File: config.mk
export PLATFORM = sky130hd
export DESIGN_NAME = sys_ctrl_tx
export DESIGN_NICKNAME = d
export VERILOG_FILES = /design/src/rtl/sys_ctrl_tx.sv
export SDC_FILE = /design/constraint.sdc
export NUM_CORES = 1
export LEC_CHECK = 0
export CAP_MARGIN = 20
export CORE_MARGIN = 2
export CORE_UTILIZATION = 40
export CTS_CLUSTER_DIAMETER = 30
export DETAILED_ROUTE_END_ITERATION = 10
export PLACE_DENSITY_LB_ADDON = 0.12
export SKIP_LAST_GASP = 1
export SLEW_MARGIN = 20
export SYNTH_ARGS = -nofsm -noshare
export SYNTH_HDL_FRONTEND = slang
export SYNTH_SLANG_ARGS = --single-unit
File: constraint.sdc
create_clock -name CLK -period 1.8 [get_ports CLK]
set_clock_uncertainty 0.1 [all_clocks]
set_input_delay 0.36 -clock CLK [delete_from_list [all_inputs] [get_ports CLK]]
set_output_delay 0.36 -clock CLK [all_outputs]
set_load 0.005 [all_outputs]
File: src/rtl/sys_ctrl_tx.sv
// Serialises register-file reads (1 byte) and ALU results (2 bytes, LSB first) into the TX FIFO.
// Define SYS_CTRL_TX_FRAME_TAG_EN to prefix every frame with a type tag byte (5A read, A5 ALU).
module sys_ctrl_tx #(
   parameter int DATA_W = 8,
   parameter int ALU_W  = 16
) (
   input  logic              CLK,
   input  logic              RST,
   input  logic [DATA_W-1:0] RdData,
   input  logic              RdData_Valid,
   input  logic [ALU_W-1:0]  ALU_OUT,
   input  logic              OUT_VALID,
   input  logic              FIFO_FULL,
   output logic [DATA_W-1:0] TX_P_DATA,
   output logic              TX_D_VLD,
   output logic              BUSY,
   output logic              OVERRUN
);

`ifdef SYS_CTRL_TX_FRAME_TAG_EN
   typedef enum logic [2:0] {IDLE, RD_BYTE, ALU_LSB, ALU_MSB, TAG} state_t;
`else
   typedef enum logic [1:0] {IDLE, RD_BYTE, ALU_LSB, ALU_MSB} state_t;
`endif

   state_t            state, next_state;
   logic [DATA_W-1:0] rd_hold;
   logic [ALU_W-1:0]  alu_hold;
   logic [ALU_W-1:0]  send_reg;
   logic              rd_pend, alu_pend;
   logic              overrun;
   logic              load_rd, load_alu;
   logic              send_vld;
`ifdef SYS_CTRL_TX_FRAME_TAG_EN
   logic              frame_alu;
`endif

   always_ff @(posedge CLK or posedge RST) begin
      if (RST) begin
         state    <= IDLE;
         rd_hold  <= '0;
         alu_hold <= '0;
         send_reg <= '0;
         rd_pend  <= 1'b0;
         alu_pend <= 1'b0;
         overrun  <= 1'b0;
`ifdef SYS_CTRL_TX_FRAME_TAG_EN
         frame_alu <= 1'b0;
`endif
      end else begin
         state <= next_state;

         // A capture beats a same-cycle dispatch clear; a dispatched value is not an overrun.
         if (RdData_Valid) begin
            rd_hold <= RdData;
            rd_pend <= 1'b1;
            if (rd_pend && !load_rd)
               overrun <= 1'b1;
         end else if (load_rd) begin
            rd_pend <= 1'b0;
         end

         if (OUT_VALID) begin
            alu_hold <= ALU_OUT;
            alu_pend <= 1'b1;
            if (alu_pend && !load_alu)
               overrun <= 1'b1;
         end else if (load_alu) begin
            alu_pend <= 1'b0;
         end

         if (load_rd)
            send_reg <= {{(ALU_W-DATA_W){1'b0}}, rd_hold};
         else if (load_alu)
            send_reg <= alu_hold;

`ifdef SYS_CTRL_TX_FRAME_TAG_EN
         if (load_rd || load_alu)
            frame_alu <= load_alu;
`endif
      end
   end

   always_comb begin
      next_state = state;
      load_rd    = 1'b0;
      load_alu   = 1'b0;
      send_vld   = (state != IDLE) && !FIFO_FULL;
      case (state)
         IDLE: begin
            if (rd_pend) begin
               load_rd = 1'b1;
`ifdef SYS_CTRL_TX_FRAME_TAG_EN
               next_state = TAG;
`else
               next_state = RD_BYTE;
`endif
            end else if (alu_pend) begin
               load_alu = 1'b1;
`ifdef SYS_CTRL_TX_FRAME_TAG_EN
               next_state = TAG;
`else
               next_state = ALU_LSB;
`endif
            end
         end
         RD_BYTE: if (send_vld) next_state = IDLE;
         ALU_LSB: if (send_vld) next_state = ALU_MSB;
         ALU_MSB: if (send_vld) next_state = IDLE;
`ifdef SYS_CTRL_TX_FRAME_TAG_EN
         TAG:     if (send_vld) next_state = frame_alu ? ALU_LSB : RD_BYTE;
`endif
         default: next_state = IDLE;
      endcase
   end

   always_comb begin
      TX_P_DATA = '0;
      case (state)
         RD_BYTE, ALU_LSB: TX_P_DATA = send_reg[DATA_W-1:0];
         ALU_MSB:          TX_P_DATA = send_reg[ALU_W-1:DATA_W];
`ifdef SYS_CTRL_TX_FRAME_TAG_EN
         TAG:              TX_P_DATA = frame_alu ? DATA_W'(8'hA5) : DATA_W'(8'h5A);
`endif
         default:          TX_P_DATA = '0;
      endcase
   end

   assign TX_D_VLD = send_vld;
   assign BUSY     = (state != IDLE);
   assign OVERRUN  = overrun;

endmodule
==> results.sh <==
export IMPL_tightest_slew_ps=355
export IMPL_hold_path_class="primary input to async pin"
export IMPL_overflow=0
export IMPL_slew_headroom_pct=76.3
export IMPL_grt_pass1_vias=1512
export IMPL_synth_avg_cell_area_um2=12.3
export IMPL_drt_pass1_iter_count=4
export IMPL_path_class="flop to output port"
export IMPL_setup_slack_ps=-164
export IMPL_cts_buffers=5
export IMPL_cp_required_ps=1340
export IMPL_stdcell_count=292
export IMPL_power_total_w=0.00414
export IMPL_ir_drop_mv=0.741
export IMPL_antenna_found_initial=0
export IMPL_mostFrequentLayoutCells="dfrtp_1, clkdlybuf4s50_1, mux2_2, nand2_1, buf_4"
export IMPL_drt_wl_total_um=4460
export IMPL_hold_viol=0
export IMPL_dpl_cell_count=272
export IMPL_dpl_hpwl_um=2970
export IMPL_grt_pass1_wl_um=7090
export IMPL_initial_core_util_pct=42.0
export IMPL_r2r_cells=8
export IMPL_antenna_cells=0
export IMPL_vias=1469
export IMPL_clkSinkCount=45
export IMPL_max_clock_freq_mhz=509
export IMPL_leakage_nw=1.25
export IMPL_use_met3_pct=4.69
export IMPL_synth_cells=163
export IMPL_top_usage_layer="met2"
export IMPL_rows=25
export IMPL_critPathArrivalTime_ps=1500
export IMPL_maxSlewViolCount=0
export IMPL_area_growth_pct=40.8
export IMPL_r2r_setup_slack_ps=80
export IMPL_htreeDepth=2
export IMPL_yosysUniqueCellTypes=24
export IMPL_reg2reg_to="state[1]$_DFFE_PP0P_"
export IMPL_drc=0
export IMPL_drt_wirelength_per_cell_um=15.3
export IMPL_powerDensity_nw_per_um2=1460
export IMPL_setup_violations=8
export IMPL_ys_ff_latch=45
export IMPL_cts_path_max_buffers=2
export IMPL_drv_cap=0
export IMPL_fin_crit_sh_pct=109
export IMPL_clkLatencyLatePin_ps=290
export IMPL_path_max_fanout=8
export IMPL_die_h_um=74.9
export IMPL_synth_seq_area_share_pct=56.0
export IMPL_outcome="finished with violations"
export IMPL_gp_congestion=0.820
export IMPL_cts_tree="done"
export IMPL_final_common_cell="dfrtp_1"
export IMPL_postRouteAntennaNets=0
export IMPL_endpoint_kind="output port"
export IMPL_met2_usage_pct=28.0
export IMPL_met1_usage_pct=21.4
export IMPL_die_w_um=74.9
export IMPL_syn_area_um2=2010
export IMPL_drt_initial_drc_count=58
export IMPL_rr_startpoint="state[0]$_DFFE_PP0P_"
export IMPL_die_area_um2=5610
export IMPL_portBuffers=39
export IMPL_pin_count=40
export IMPL_gr_usage_all_layers_pct=17.0
export IMPL_nNetsFinal=258
export IMPL_layout_min_cycle_time_ps=1960
export IMPL_rsz0062_at_grt="true"
export IMPL_yosys_warnings=0
export IMPL_crit_path_start_kind="flop"
export IMPL_path_clk_slew_ps=80
export IMPL_holdBufCountCts=0
export IMPL_cts_root_buf="clkbuf_8"
export IMPL_violations="setup timing"
export IMPL_grt_max_degree=46
export IMPL_core_area_um2=4790
export IMPL_setup_tns_ps=-910
export IMPL_vias_per_cell=5.03
export IMPL_synthesis_nets=197
export IMPL_drive_gt1_share_pct=39.1
-- final cells by class --
cell class | count | area [um2]
Clock buffer | 7 | 96.3
Tap cell | 67 | 83.8
Sequential cell | 45 | 1130
Multi-Input combinational cell | 105 | 930
Inverter | 4 | 15.0
Timing Repair Buffer | 63 | 574
Clock inverter | 1 | 5.00
Fill cell | 413 | 1960
-- critical path, cell delays in order (launching register included) --
cell and delay [ps]:
dfrtp_1 400, buf_4 150, ha_4 190, buf_4 140
a22oi_2 140, nor2_1 70, buf_2 130
-- where the power goes --
part | internal, W | total, W | switching [W] | leakage [nW]
logic | 0.00110 | 0.00199 | 0.000883 | 0.665
clock network | 0.000347 | 0.000668 | 0.000321 | 0.0542
registers | 0.00127 | 0.00148 | 0.000213 | 0.532
-- synth_stat cells, drive strengths merged --
cell    count  share of area [%]
nand3       8                2.0
dfrtp      45                 56
clkbuf      1               0.19
nor2       10                2.0
o21a        8                3.0
nor3        1               0.50
nand2      22                4.2
o22a        8                3.5
nand2b      2               0.62
a21o        2               0.75
o32ai       1               0.81
and3b       1               0.44
a311o       1               0.50
inv         4               0.75
a22oi       8                3.0
mux2       26                 15
buf         9                3.1
nand3b      1                1.0
ha          5                3.1
-- per-layer routing --
| layer | vias to the layer above | part of all wire (%) |
|---|---|---|
| met5 | - | 0 |
| met4 | 0 | 1.0 |
| met3 | 4 | 4.4 |
| met2 | 42 | 51 |
| met1 | 721 | 44 |
| li1 | 702 | - |
-- cell families (layout without fill, tap and decap cells) --
| family | Yosys count | in the layout | synth area share [%] |
|---|---|---|---|
| flip-flops | 45 | 45 | 56.0 |
| multiplexers | 26 | 26 | 14.6 |
| AND/OR/NAND/NOR | 45 | 46 | 10.8 |
| adder cells (fa/ha/maj) | 5 | 5 | 3.11 |
| buffers and inverters | 14 | 75 | 4.04 |
| AO/OA/AOI/OAI | 28 | 28 | 11.5 |
-- worst max-delay path by stage --
stage	startpoint	end	slack (ps)	cells after the start
5_1_grt	state[0]$_DFFE_PP0P_	TX_P_DATA[0]	-240	6
3_5_place_dp	state[1]$_DFFE_PP0P_	TX_P_DATA[4]	-310	5
3_3_place_gp	state[1]$_DFFE_PP0P_	TX_P_DATA[0]	-250	5
4_1_cts	state[1]$_DFFE_PP0P_	TX_P_DATA[4]	-170	6
2_1_floorplan	state[0]$_DFFE_PP0P_	TX_P_DATA[0]	190	5
6_report	state[1]$_DFFE_PP0P_	TX_P_DATA[6]	-160	6
-- repair_timing --
item / 4_1_cts / 5_1_grt
gates cloned: 0 / 1
setup endpoints to repair: 20 / 19
pin swaps: 11 / 14
gates resized for setup: 45 / 19
buffers inserted: 9 / 2
-- metrics by stage --
stage / hold WS [ps] / utilization, % / setup WS, ps / instance area (um2)
after floorplan: 335 / - / 187 / 2010
after global placement: 358 / 53.1 / -247 / 2540
after detailed placement: 368 / 53.1 / -310 / 2540
after CTS: 348 / 57.8 / -171 / 2770
after global routing: 358 / 59.1 / -238 / 2830
final: 337 / 59.1 / -164 / 2830
No activity file was read; power rests on OpenSTA's default activity.
